**config.mk**
```make
export PLATFORM = sky130hd
export DESIGN_NAME = tlb_op_ctrl
export DESIGN_NICKNAME = d
export VERILOG_FILES = /design/src/rtl/tlb_op_ctrl.sv
export SDC_FILE = /design/constraint.sdc
export NUM_CORES = 1
export LEC_CHECK = 0
export CAP_MARGIN = 5
export CORE_AREA = 2 2 226 228
export DETAILED_ROUTE_END_ITERATION = 16
export DIE_AREA = 0 0 228 230
export PLACE_DENSITY_LB_ADDON = 0.1
export SYNTH_ARGS = -nofsm -noshare
export SYNTH_HDL_FRONTEND = slang
export SYNTH_SLANG_ARGS = --single-unit
```
**constraint.sdc**
```tcl
create_clock -name clk -period 2.3 [get_ports clk]
set_clock_uncertainty 0.2 [all_clocks]
set_input_delay 0.46 -clock clk [delete_from_list [all_inputs] [get_ports clk]]
set_output_delay 0.46 -clock clk [all_outputs]
set_load 0.02 [all_outputs]
```
**src/rtl/tlb_op_ctrl.sv**
```systemverilog
// CP0 TLB instruction sequencer: TLBP/TLBR/TLBWI/TLBWR onto the MMU port.
// Also owns the CP0 Random register.
package tlb_op_ctrl_pkg;

    typedef struct packed {
        logic [18:0] vpn2;
        logic [7:0]  asid;
        logic [15:0] mask;
        logic        g;
        logic [19:0] pfn0;
        logic [2:0]  c0;
        logic        d0;
        logic        v0;
        logic [19:0] pfn1;
        logic [2:0]  c1;
        logic        d1;
        logic        v1;
    } tlb_entry_t;

    typedef enum logic [1:0] {
        OP_TLBP  = 2'b00,
        OP_TLBR  = 2'b01,
        OP_TLBWI = 2'b10,
        OP_TLBWR = 2'b11
    } tlb_op_e;

endpackage

module tlb_op_ctrl
    import tlb_op_ctrl_pkg::*;
#(
    parameter int TLB_ENTRIES = 16,
    parameter int IDX_W       = $clog2(TLB_ENTRIES),
    parameter int LOOKUP_LAT  = 1
) (
    input  logic             clk,
    input  logic             reset,
    input  logic             op_valid,
    output logic             op_ready,
    input  logic [1:0]       op_code,
    output logic             op_done,
    input  logic [31:0]      cp0_index,
    input  logic [31:0]      cp0_wired,
    input  logic             wired_we,
    input  logic [31:0]      cp0_entry_hi,
    input  tlb_entry_t       cp0_entry,
    output logic [IDX_W-1:0] tlbrw_index,
    output logic             tlbrw_we,
    output tlb_entry_t       tlbrw_wdata,
    input  tlb_entry_t       tlbrw_rdata,
    output logic [31:0]      tlbp_entry_hi,
    input  logic [31:0]      tlbp_index,
    output logic             index_we,
    output logic [31:0]      index_wdata,
    output logic             entry_we,
    output tlb_entry_t       entry_rdata,
    output logic [IDX_W-1:0] random,
    output logic             flush_req
);

    localparam int CNT_W = $clog2(LOOKUP_LAT + 1);
    localparam logic [CNT_W-1:0] LAT_V   = CNT_W'(LOOKUP_LAT);
    localparam logic [IDX_W-1:0] MAX_IDX = IDX_W'(TLB_ENTRIES - 1);

    typedef enum logic [1:0] {
        S_IDLE,
        S_ISSUE,
        S_WAIT,
        S_DONE
    } state_t;

    state_t            r_state;
    state_t            w_next;
    logic              w_accept;
    logic [CNT_W-1:0]  r_cnt;
    tlb_op_e           r_op;
    logic [IDX_W-1:0]  r_idx;
    tlb_entry_t        r_wdata;
    logic [31:0]       r_ehi;
    logic [IDX_W-1:0]  r_random;
    logic [31:0]       r_index_q;
    tlb_entry_t        r_entry_q;
    logic [IDX_W-1:0]  w_wired;
    logic              w_unused;

    assign w_wired  = cp0_wired[IDX_W-1:0];
    assign w_unused = ^{cp0_index[31:IDX_W], cp0_wired[31:IDX_W]};

    always_ff @(posedge clk) begin
        if (reset) begin
            r_state <= S_IDLE;
        end else begin
            r_state <= w_next;
        end
    end

    // Pulses are gated by reset so an abort never leaks a strobe or result.
    always_comb begin
        w_next    = r_state;
        w_accept  = 1'b0;
        op_ready  = 1'b0;
        tlbrw_we  = 1'b0;
        op_done   = 1'b0;
        index_we  = 1'b0;
        entry_we  = 1'b0;
        flush_req = 1'b0;
        unique case (r_state)
            S_IDLE: begin
                op_ready = 1'b1;
                if (op_valid) begin
                    w_accept = 1'b1;
                    w_next   = S_ISSUE;
                end
            end
            S_ISSUE: begin
                tlbrw_we = !reset && (r_op == OP_TLBWI || r_op == OP_TLBWR);
                w_next   = S_WAIT;
            end
            S_WAIT: begin
                if (r_cnt == CNT_W'(1)) begin
                    w_next = S_DONE;
                end
            end
            S_DONE: begin
                op_done   = !reset;
                index_we  = !reset && (r_op == OP_TLBP);
                entry_we  = !reset && (r_op == OP_TLBR);
                flush_req = !reset && (r_op != OP_TLBP);
                w_next    = S_IDLE;
            end
            default: w_next = S_IDLE;
        endcase
    end

    always_ff @(posedge clk) begin
        if (reset) begin
            r_op    <= OP_TLBP;
            r_idx   <= '0;
            r_wdata <= '0;
            r_ehi   <= '0;
            r_cnt   <= '0;
        end else begin
            if (w_accept) begin
                r_op    <= tlb_op_e'(op_code);
                r_wdata <= cp0_entry;
                r_ehi   <= cp0_entry_hi;
                r_idx   <= (op_code == OP_TLBWR) ? r_random
                                                 : cp0_index[IDX_W-1:0];
            end
            if (r_state == S_ISSUE) begin
                r_cnt <= LAT_V;
            end else if (r_state == S_WAIT) begin
                r_cnt <= r_cnt - CNT_W'(1);
            end
        end
    end

    always_ff @(posedge clk) begin
        if (reset) begin
            r_index_q <= '0;
            r_entry_q <= '0;
        end else begin
            if (index_we) begin
                r_index_q <= tlbp_index;
            end
            if (entry_we) begin
                r_entry_q <= tlbrw_rdata;
            end
        end
    end

    // Random counts down through [wired, max] and wraps back to max.
    always_ff @(posedge clk) begin
        if (reset || wired_we) begin
            r_random <= MAX_IDX;
        end else if (w_wired >= MAX_IDX) begin
            r_random <= MAX_IDX;
        end else if (r_random <= w_wired) begin
            r_random <= MAX_IDX;
        end else begin
            r_random <= r_random - IDX_W'(1);
        end
    end

    assign index_wdata   = index_we ? tlbp_index : r_index_q;
    assign entry_rdata   = entry_we ? tlbrw_rdata : r_entry_q;
    assign tlbrw_index   = r_idx;
    assign tlbrw_wdata   = r_wdata;
    assign tlbp_entry_hi = r_ehi;
    assign random        = r_random;

endmodule

```
==> results of run 1 <==
-- registers in the layout, indices dropped and copies added (netlist names), 2 cells and up --
| signal | cells |
|---|---|
| r_index_q | 32 |
| r_entry_q | 94 |
| tlbrw_index | 4 |
| r_state | 2 |
| tlbrw_wdata | 94 |
| random | 4 |
| tlbp_entry_hi | 32 |
| r_op | 2 |
-- metal layers --
metal  track usage (%)  up-vias  wire, um
li1                  -     4595         -
met1              18.0     4345     17500
met2              26.0      330     20200
met3              7.29       61      4050
met4              5.04        8       989
met5                 0        -        60
-- area by class of cell --
type | count | area share (%)
Inverter | 7 | 0.139
Clock inverter | 6 | 0.159
Multi-Input combinational cell | 695 | 25.5
Clock buffer | 55 | 5.64
Sequential cell | 265 | 28.1
Antenna cell | 5 | 0.0663
Timing Repair Buffer | 629 | 35.9
Tap cell | 672 | 4.46
-- worst min-delay path: stages --
cell,delay [ps]
clkbuf_8,130
buf_4,120
nor3_1,50
-- layout by cell type (no fill, tap or decap), types with 7 or more instances in the layout --
master / Yosys / routed
a21oi_1: 130 / 130
and2b_1: 49 / 49
buf_12: 5 / 22
buf_2: 7 / 9
buf_4: 7 / 27
buf_6: 0 / 148
buf_8: 1 / 8
clkbuf_1: 46 / 11
clkbuf_16: 0 / 41
clkbuf_8: 0 / 8
clkdlybuf4s50_1: 0 / 393
dfxtp_1: 265 / 261
ha_1: 9 / 7
mux2_4: 49 / 123
nand2_1: 263 / 262
nor2_1: 8 / 8
nor2b_1: 79 / 78
-- metrics by stage --
stage | setup slack (ps) | instance area, um^2 | hold slack (ps) | instances
2_1_floorplan | 36.5 | 10200 | 276 | 1039
3_3_place_gp | -615 | 16400 | 241 | 2202
3_5_place_dp | -636 | 16400 | 246 | 2202
4_1_cts | -807 | 18100 | 22.1 | 2294
5_1_grt | -795 | 18900 | 65.3 | 2331
6_report | -671 | 18900 | 70.6 | 2334
-- report_power, final --
| group | leakage, nW | internal (mW) | switching [mW] |
|---|---|---|---|
| clock | 0.543 | 3.16 | 2.09 |
| sequential | 2.16 | 5.10 | 0.254 |
| combinational | 5.02 | 2.09 | 2.39 |
| total | 7.72 | 10.3 | 4.73 |
-- cells by family (layout without fill, tap and decap cells) --
kind of cell	after synthesis	after routing	synth area share, %
muxes	126	126	15.7
DFF	265	265	51.9
AOI/OAI and AO/OA	142	142	7.35
xor gates and xnor gates	2	2	0.172
and+or+nand+nor	416	416	19.6
buffers and inverters	79	697	4.15
other	0	5	0
adders and majority gates	9	9	1.10
-- final timing paths --
kind / startpoint / endpoint / slack [ps]
setup / recovery: r_state[1] / entry_rdata[86] / -670
hold / removal: reset / r_state[0] / 70
setup reg to reg: r_state[1] / r_entry_q[69] / 80
hold reg to reg: tlbrw_wdata[31] / tlbrw_wdata[31] / 250
-- timing repair --
item	CTS	global route
setup endpoints to repair	136	131
buffers inserted	22	41
gates resized for setup	634	274
pin swaps	2	1
gates cloned	9	4
==> impl_metrics.tcl, run 1 <==
set metrics [dict create \
    die-area_um2 52400 \
    ctsHoldBuffers 0 \
    hold_viol 0 \
    cp_num_buf_inv 5 \
    num-nets-final 1964 \
    syn_avg_cell_area_um2 9.83 \
    postSynthCellCount 1039 \
    post-route-period-util_pct 129 \
    numCtsBuffers 35 \
    coreArea_um2 49900 \
    synth_area_leader_cell "dfxtp_1" \
    fin_crit_ps 2970 \
    drt_iter0_drc 312 \
    synth_commonest_cells "dfxtp_1, nand2_1, a21oi_1" \
    critPathArrivalTime_ps 2310 \
    start_kind "flop" \
    ys_ff_latch 265 \
    io_pins 588 \
    setup_violations 128 \
    p_leak_nw 7.72 \
    maxCapViolCount 0 \
    crit_type "flop to output port" \
    yosys_warnings 0 \
    die_x_um 228 \
    rows 82 \
    postRouteAntennaNets 0 \
    hold-path-cell-count 3 \
    routedWlPerCell_um 18.3 \
    overflow 0 \
    start_util_pct 20.5 \
    outcome "complete, but fails checks" \
    synth_nets 1370 \
    cts_buffer_depth 3 \
    total_power_mw 15.1 \
    htreeDepth 2 \
    viasPerCell 4.00 \
    rsz0062_at_grt "true" \
    port_buffers 531 \
    max_freq_ghz 0.337 \
    crit_path_frequent_cell "buf_6" \
    n_fill_cell 5096 \
    via_count 9339 \
    dp_hpwl_mm 29.1 \
    synthesis.area_um2 10200 \
    first_pass_iters 6 \
    tns_ps -72630 \
    insertion_delay_ps 530 \
    grt_pass1_vias 9545 \
    slowest_delay_ps 350 \
    worst_slack_ps -671 \
    violations "negative setup slack" \
    worstMarginPinSlew_ps 745 \
    grt_max_degree 73 \
    cts_root_buf "clkbuf_16" \
    synth_top_area_share_pct 51.9 \
    ys.flop_type "dfxtp_1" \
    reg2reg_depth 9 \
    antenna_found_initial 9 \
    synth_edf_count 0 \
    ys_types 33 \
    critical_path.top_delay_family "buffers and inverters" \
    p_per_area_nw_per_um2 799 \
    crit_fanout 7 \
    vdd_drop_max_uv 440 \
    ys_top_cells_by_area "dfxtp_1, nand2_1, mux2_2, mux2_4, a21oi_1" \
    grt_pass1_wl_mm 62.5 \
    ys_async_sr_fraction_pct 0 \
    cts.sinks 265 \
    hp-class "input pin to flop" \
    grt.total_usage_pct 15.7 \
    routed_wl_mm 42.8 \
    synth.yosys.seq_area_share_pct 51.9 \
    clk_pin_slew_ps 60 \
    multiInputGateArea_um2 4810 \
    syn2layout_area_growth_pct 84.7 \
    cp.depth 8 \
    seq_area_um2 5310 \
    max_slew_margin_pct 50.4 \
    cts_tree "done" \
    drive_gt1_share_pct 25.3 \
    place.gp.congestion 0.776 \
    cp-end-kind "output port" \
    drc 0 \
    drv_slew 0 \
    synth.most_common_cell "dfxtp_1" \
    die_h_um 230 \
    final_util_pct 37.8 \
    cp.required_ps 1640 \
    cp_cell_sequence "ha_4, nor4bb_4, buf_6, buf_12, buf_16, buf_8, mux2_4, buf_6" \
    slowest_stage "dfxtp_2" \
]
No activity file was read; power rests on OpenSTA's default activity.
==> run 2: changes to the inputs <==
--- a/config.mk
+++ b/config.mk
@@ -6,10 +6,12 @@
 export NUM_CORES = 1
 export LEC_CHECK = 0
 export CAP_MARGIN = 5
-export CORE_AREA = 2 2 226 228
+export CORE_AREA = 2 2 231 233
 export DETAILED_ROUTE_END_ITERATION = 16
-export DIE_AREA = 0 0 228 230
+export DIE_AREA = 0 0 233 235
+export DONT_BUFFER_PORTS = 1
 export PLACE_DENSITY_LB_ADDON = 0.1
+export SLEW_MARGIN = 5
 export SYNTH_ARGS = -nofsm -noshare
 export SYNTH_HDL_FRONTEND = slang
 export SYNTH_SLANG_ARGS = --single-unit
==> run 2 against run 1 <==
The run ends with negative hold slack, negative setup slack left. Non-clock buffer count fell by 504. First-iteration DRC count shrank 5.1%. Combinational power fell by 42%. Worst setup slack better by 190 ps. Clock-buffer cell count down 9. Die area increased by 4.4%. Fmax rose by 7.0%. Register-to-register slack gained 60 ps. Routed wire length fell by 16%. Via count shrank 21%. Critical path type unchanged. Largest cell class is now flip-flops and latches. Total power shrank 9.2%. Clock power shrank 3%.
==> impl_metrics.tcl, run 2 (same netlist as run 1, synthesis figures left out) <==
set metrics [dict create \
    cts.sinks 265 \
    drt_iter0_drc 296 \
    seq_area_um2 5310 \
    hold-path-cell-count 1 \
    p_leak_nw 5.39 \
    grt_max_degree 267 \
    multiInputGateArea_um2 4840 \
    io_pins 588 \
    diodes 0 \
    dp_hpwl_mm 24.5 \
    first_pass_iters 4 \
    drv_slew 0 \
    maxCapViolCount 0 \
    cts_buffer_depth 3 \
    die_h_um 235 \
    max_slew_margin_pct 73.1 \
    coreArea_um2 52200 \
    worstMarginPinSlew_ps 403 \
    port_buffers 0 \
    htreeDepth 2 \
    numCtsBuffers 35 \
    hold_viol 155 \
    crit_path_frequent_cell "buf_12" \
    die_x_um 233 \
    routedWlPerCell_um 19.5 \
    reg2reg_depth 8 \
    hold_ws_ps -199 \
    placedCellCount 1690 \
    critPathArrivalTime_ps 2120 \
    die-area_um2 54800 \
    slowest_delay_ps 350 \
    postRouteAntennaNets 0 \
    cp_num_buf_inv 4 \
    max_freq_ghz 0.360 \
    fin_crit_ps 2780 \
    grt.total_usage_pct 12.3 \
    outcome "complete, but fails checks" \
    design_area_um2 13600 \
    hp-class "input pin to flop" \
    placed_area_um2 11100 \
    start_kind "flop" \
    tns_ps -53430 \
    cts_root_buf "clkbuf_16" \
    total_power_mw 13.7 \
    insertion_delay_ps 520 \
    overflow 0 \
    critical_path.top_delay_family "buffers and inverters" \
    post-route-period-util_pct 121 \
    cts_tree "done" \
    drc 0 \
    slowest_stage "dfxtp_2" \
    grt_pass1_vias 7433 \
    cp_cell_sequence "ha_4, nor4bb_4, buf_4, buf_12, buf_12, clkbuf_16, mux2_4" \
    syn2layout_area_growth_pct 33.1 \
    antenna_found_initial 1 \
    start_util_pct 19.6 \
    worst_slack_ps -477 \
    p_per_area_nw_per_um2 1010 \
    drive_gt1_share_pct 21.7 \
    setup_violations 128 \
    grt_pass1_wl_mm 50.4 \
    cp-end-kind "output port" \
    via_count 7422 \
    cp.required_ps 1640 \
    fin_cells 1835 \
    n_fill_cell 5533 \
    violations "negative hold slack, negative setup slack" \
    crit_type "flop to output port" \
    clk_pin_slew_ps 50 \
    num-nets-final 1460 \
    place.gp.congestion 0.730 \
    viasPerCell 4.04 \
    rows 84 \
    cp.depth 7 \
    routed_wl_mm 35.8 \
    vdd_drop_max_uv 454 \
    crit_fanout 7 \
    final_cell_mix "nand2_1, dfxtp_1, a21oi_1" \
    rsz0062_at_grt "true" \
]
run 2: cell types whose count changed in the layout (fill, tap and decap cells not counted), moves of 4 or more:
| cell | delta |
|---|---|
| clkbuf_2 | -6 |
| buf_8 | -6 |
| clkbuf_8 | -4 |
| dlygate4sd3_1 | +66 |
| clkbuf_1 | -4 |
| dlygate4sd2_1 | -5 |
| clkdlybuf4s50_1 | -393 |
| buf_12 | -7 |
| diode_2 | -5 |
| buf_2 | -9 |
| buf_6 | -142 |
run 2: path summary, 6_finish.rpt:
| check | startpoint | end | slack (ps) |
|---|---|---|---|
| max reg2reg | r_state[1] | r_state[1] | 140 |
| max | r_state[0] | entry_rdata[3] | -480 |
| min reg2reg | r_op[0] | r_op[0] | 300 |
| min | reset | tlbrw_index[1] | -200 |
run 2: worst register-to-register path: cells and delay by family (launching register included):
family	cells	cell delay, ps
buffers and inverters	4	890
DFF	1	330
and+or+nand+nor	2	270
AOI/OAI and AO/OA	1	200
adders and majority gates	1	170
run 2: power by group:
| group | total (mW) | switching (mW) | internal, mW |
|---|---|---|---|
| logic | 2.58 | 1.45 | 1.13 |
| clock network | 5.07 | 2.06 | 3.01 |
| registers | 6.05 | 0.948 | 5.10 |
run 2: metal layers:
metal / up-vias / track usage (%) / routed length [um] / share of wire (%)
met5: - / 0 / 9 / 0.025
met4: 2 / 4.17 / 969 / 2.7
met3: 56 / 6.13 / 4180 / 12
met2: 328 / 20.7 / 17400 / 48
li1: 3585 / - / - / -
met1: 3451 / 13.2 / 13300 / 37
run 2: final cells by class:
type,count,area share [%]
sequential,265,39.1
clock buffer,46,7.04
clock inverter,9,0.571
multi-input combinational,695,35.6
timing repair buffer,125,11.2
inverter,7,0.212
tap,688,6.33
run 2: repair_timing:
| item | CTS | global route |
|---|---|---|
| endpoints found under the hold margin | 240 | 210 |
| gates resized for setup | 89 | 32 |
| pin swaps | 1 | 3 |
| cloned | 4 | 6 |
| hold buffers | 64 | 2 |
| setup buffers | 7 | 10 |
| setup endpoints to repair | 131 | 133 |
run 2: metrics by stage:
step	setup WS (ps)	util, %
CTS	-552	25.5
finish	-477	26.0
global placement	-62.3	21.3
detailed placement	-81.9	21.3
global route	-597	26.0
floorplan	36.5	-
==> edit: new RTL, settings of run 2 <==
Re-encode `state_t` (4 states) as one-hot, 4 bits wide.
--- a/src/rtl/tlb_op_ctrl.sv
+++ b/src/rtl/tlb_op_ctrl.sv
@@ -64,7 +64,7 @@
 
-    typedef enum logic [1:0] {
-        S_IDLE,
-        S_ISSUE,
-        S_WAIT,
-        S_DONE
+    typedef enum logic [3:0] {
+        S_IDLE  = 4'b0001,
+        S_ISSUE = 4'b0010,
+        S_WAIT  = 4'b0100,
+        S_DONE  = 4'b1000
     } state_t;
Check against the original RTL: no difference found for any inputs over 4 cycles, from zero or initial values and one cycle with reset high; so few cycles prove little.
==> edit against run 2 <==
The flow finishes with violations (negative hold slack, max-slew violations, negative setup slack). Synthesized area is 5.7% higher. Worst hold slack gained 0.0061 ns. Global-route usage is 3.6 points higher. Design area increased by 36%. Register-to-register slack worse by 0.26 ns. Sequential cell count increased by 2. First-iteration DRC count grew 76%. Setup slack got worse by 0.71 ns. Wire length is 40% higher. Die area is the same. Count of clock-buffer cells in the layout grew 7. Critical endpoint is now entry_rdata[4]. Largest cell class is now multi-input combinational cells. Highest routed layer unchanged.
Power is not compared: it rests on default switching activity, and its combinational part moved more than twofold at a synthesized area within 25%.
==> edit: results (changes against run 2) <==
Timing
  • Finish-stage setup viols: 262 (was 128)
  • Final Hold Fails: 70 (was 155)
  • Slew @ Worst Pin: 1.62 ns (was 0.403 ns)
  • Final hold slack: -0.193 ns (was -0.199 ns)
  • Final Max Slew Viols: 80 (was 0)
  • Part of the cycle the worst path needs: 152% (was 121%)
  • Setup ws final: -1.18 ns (was -0.477 ns)

Final layout
  • FF/Latch Area: 5350 um^2 (was 5310 um^2)

Synthesis
  • Count of different cell masters after synthesis: 36 (was 33)
  • Most frequent cells after synthesis: 267 x dfxtp_1, 259 x a21oi_1, 258 x nand3_1 (was 265 x dfxtp_1, 263 x nand2_1, 130 x a21oi_1)
  • Yosys top cell area share: 49.5% (was 51.9%)
  • Synth top area cells: dfxtp_1 50%, a21oi_1 12%, nand3_1 12% (was dfxtp_1 52%, nand2_1 9.7%, mux2_2 8.2%)

Setup path
  • Crit path max-delay family: simple AND/OR/NAND/NOR gates (was buffers and inverters)
  • Reg2reg path depth: 6 (was 8)
  • Max Fanout on Critical Path: 267 (was 7)
  • R2R Setup Slk: -0.12 ns (was 0.14 ns)
  • Worst path slowest cell: or4_4 (was dfxtp_2)
  • Worst path arrival time: 2.82 ns (was 2.12 ns)

Placement
  • Detail Placement HPWL: 29,400 um (was 24,500 um)
  • Placed instance area: 12,500 um^2 (was 11,100 um^2)
  • Setup slack at placement: -0.157 ns (was -0.0819 ns)

Status
  • Failing checks: negative hold slack, max-slew violations, negative setup slack (was negative hold slack, negative setup slack)
  • Outcome: finished, violations left (unchanged)

Global routing
  • Number of global-route vias before repair: 10,800 (was 7,433)
  • Met1 GRT Util: 18.7% (was 13.2%)
  • M3 GR Usage: 6.20% (was 6.13%)
  • Global-route wire length before repair: 68,100 um (was 50,400 um)
  • GR Util met2: 26.6% (was 20.7%)
  • Initial antenna violation count: 3 (was 1)

Route
  • Wire length per cell: 21.5 um (was 19.5 um)
  • Pre-antenna DRT Iters: 5 (was 4)
  • Initial DRC Count: 520 (was 296)

Hold path
  • Hold Path End: r_entry_q[80] (was tlbrw_index[1])
==> edit: changes by cell type after synthesis, sizes merged, moves of 49 or more <==
cell and change:
a21oi +129, and2b -49, nand3 +254, nor2b -76, mux2 -125, o21ai +256
nand2 -132
==> edit: metrics by stage <==
step / instances / hold WS, ns
after floorplan: 1376 / 0.255
after global placement: 2066 / 0.280
after detailed placement: 2066 / 0.285
after CTS: 2296 / -0.218
after global routing: 2343 / -0.227
final: 2343 / -0.193
==> edit: how the worst max path moves through the flow <==
stage,startpoint,end,slack [ns],depth (start not counted)
after detailed placement,reset,entry_rdata[13],-0.16,4
after global placement,reset,entry_rdata[12],-0.17,4
after global routing,r_state[0],entry_rdata[60],-0.59,5
final,reset,entry_rdata[4],-1.18,6
after CTS,r_state[0],entry_rdata[23],-0.56,6
after floorplan,reset,flush_req,0.006,5
==> edit: final cells by class <==
cell class | instances | area share, %
clock buffer | 53 | 5.88
timing repair buffer | 362 | 22.3
clock inverter | 5 | 0.135
inverter | 7 | 0.156
multi-input combinational | 960 | 37.9
tap | 688 | 4.66
sequential | 267 | 29.0
antenna | 1 | 0.0135
==> edit: cells by family (layout without fill, tap and decap cells) <==
family                   Yosys count  count (layout)  synth area share (%)
AO/OA/AOI/OAI                    528             528                  24.9
XOR/XNOR                           2               2                 0.162
adder cells (fa/ha/maj)            5               5                 0.580
buffers and inverters            151             427                  6.16
flip-flops                       267             267                  49.5
multiplexers                       1               1                 0.104
other                              0               1                     0
AND/OR/NAND/NOR                  422             424                  18.6
==> edit: layer usage <==
layer | share of wire, % | routed length (um) | up-vias
li1 | - | - | 5436
met1 | 40 | 20000 | 5560
met2 | 49 | 24600 | 400
met3 | 8.8 | 4450 | 76
met4 | 2.5 | 1270 | 4
met5 | 0.056 | 28 | -
==> edit: timing repair <==
action / CTS / global route
pin swaps: 107 / 63
endpoints found under the hold margin: 262 / 243
gates cloned: 7 / 21
hold buffers: 150 / 9
resized for setup: 392 / 199
endpoints found under the setup margin: 132 / 161
setup buffers: 15 / 32
==> edit: power by group <==
part / switching [uW] / internal, uW / total (uW)
clock: 2130 / 3230 / 5360
combinational: 637 / 584 / 1220
sequential: 333 / 4790 / 5120
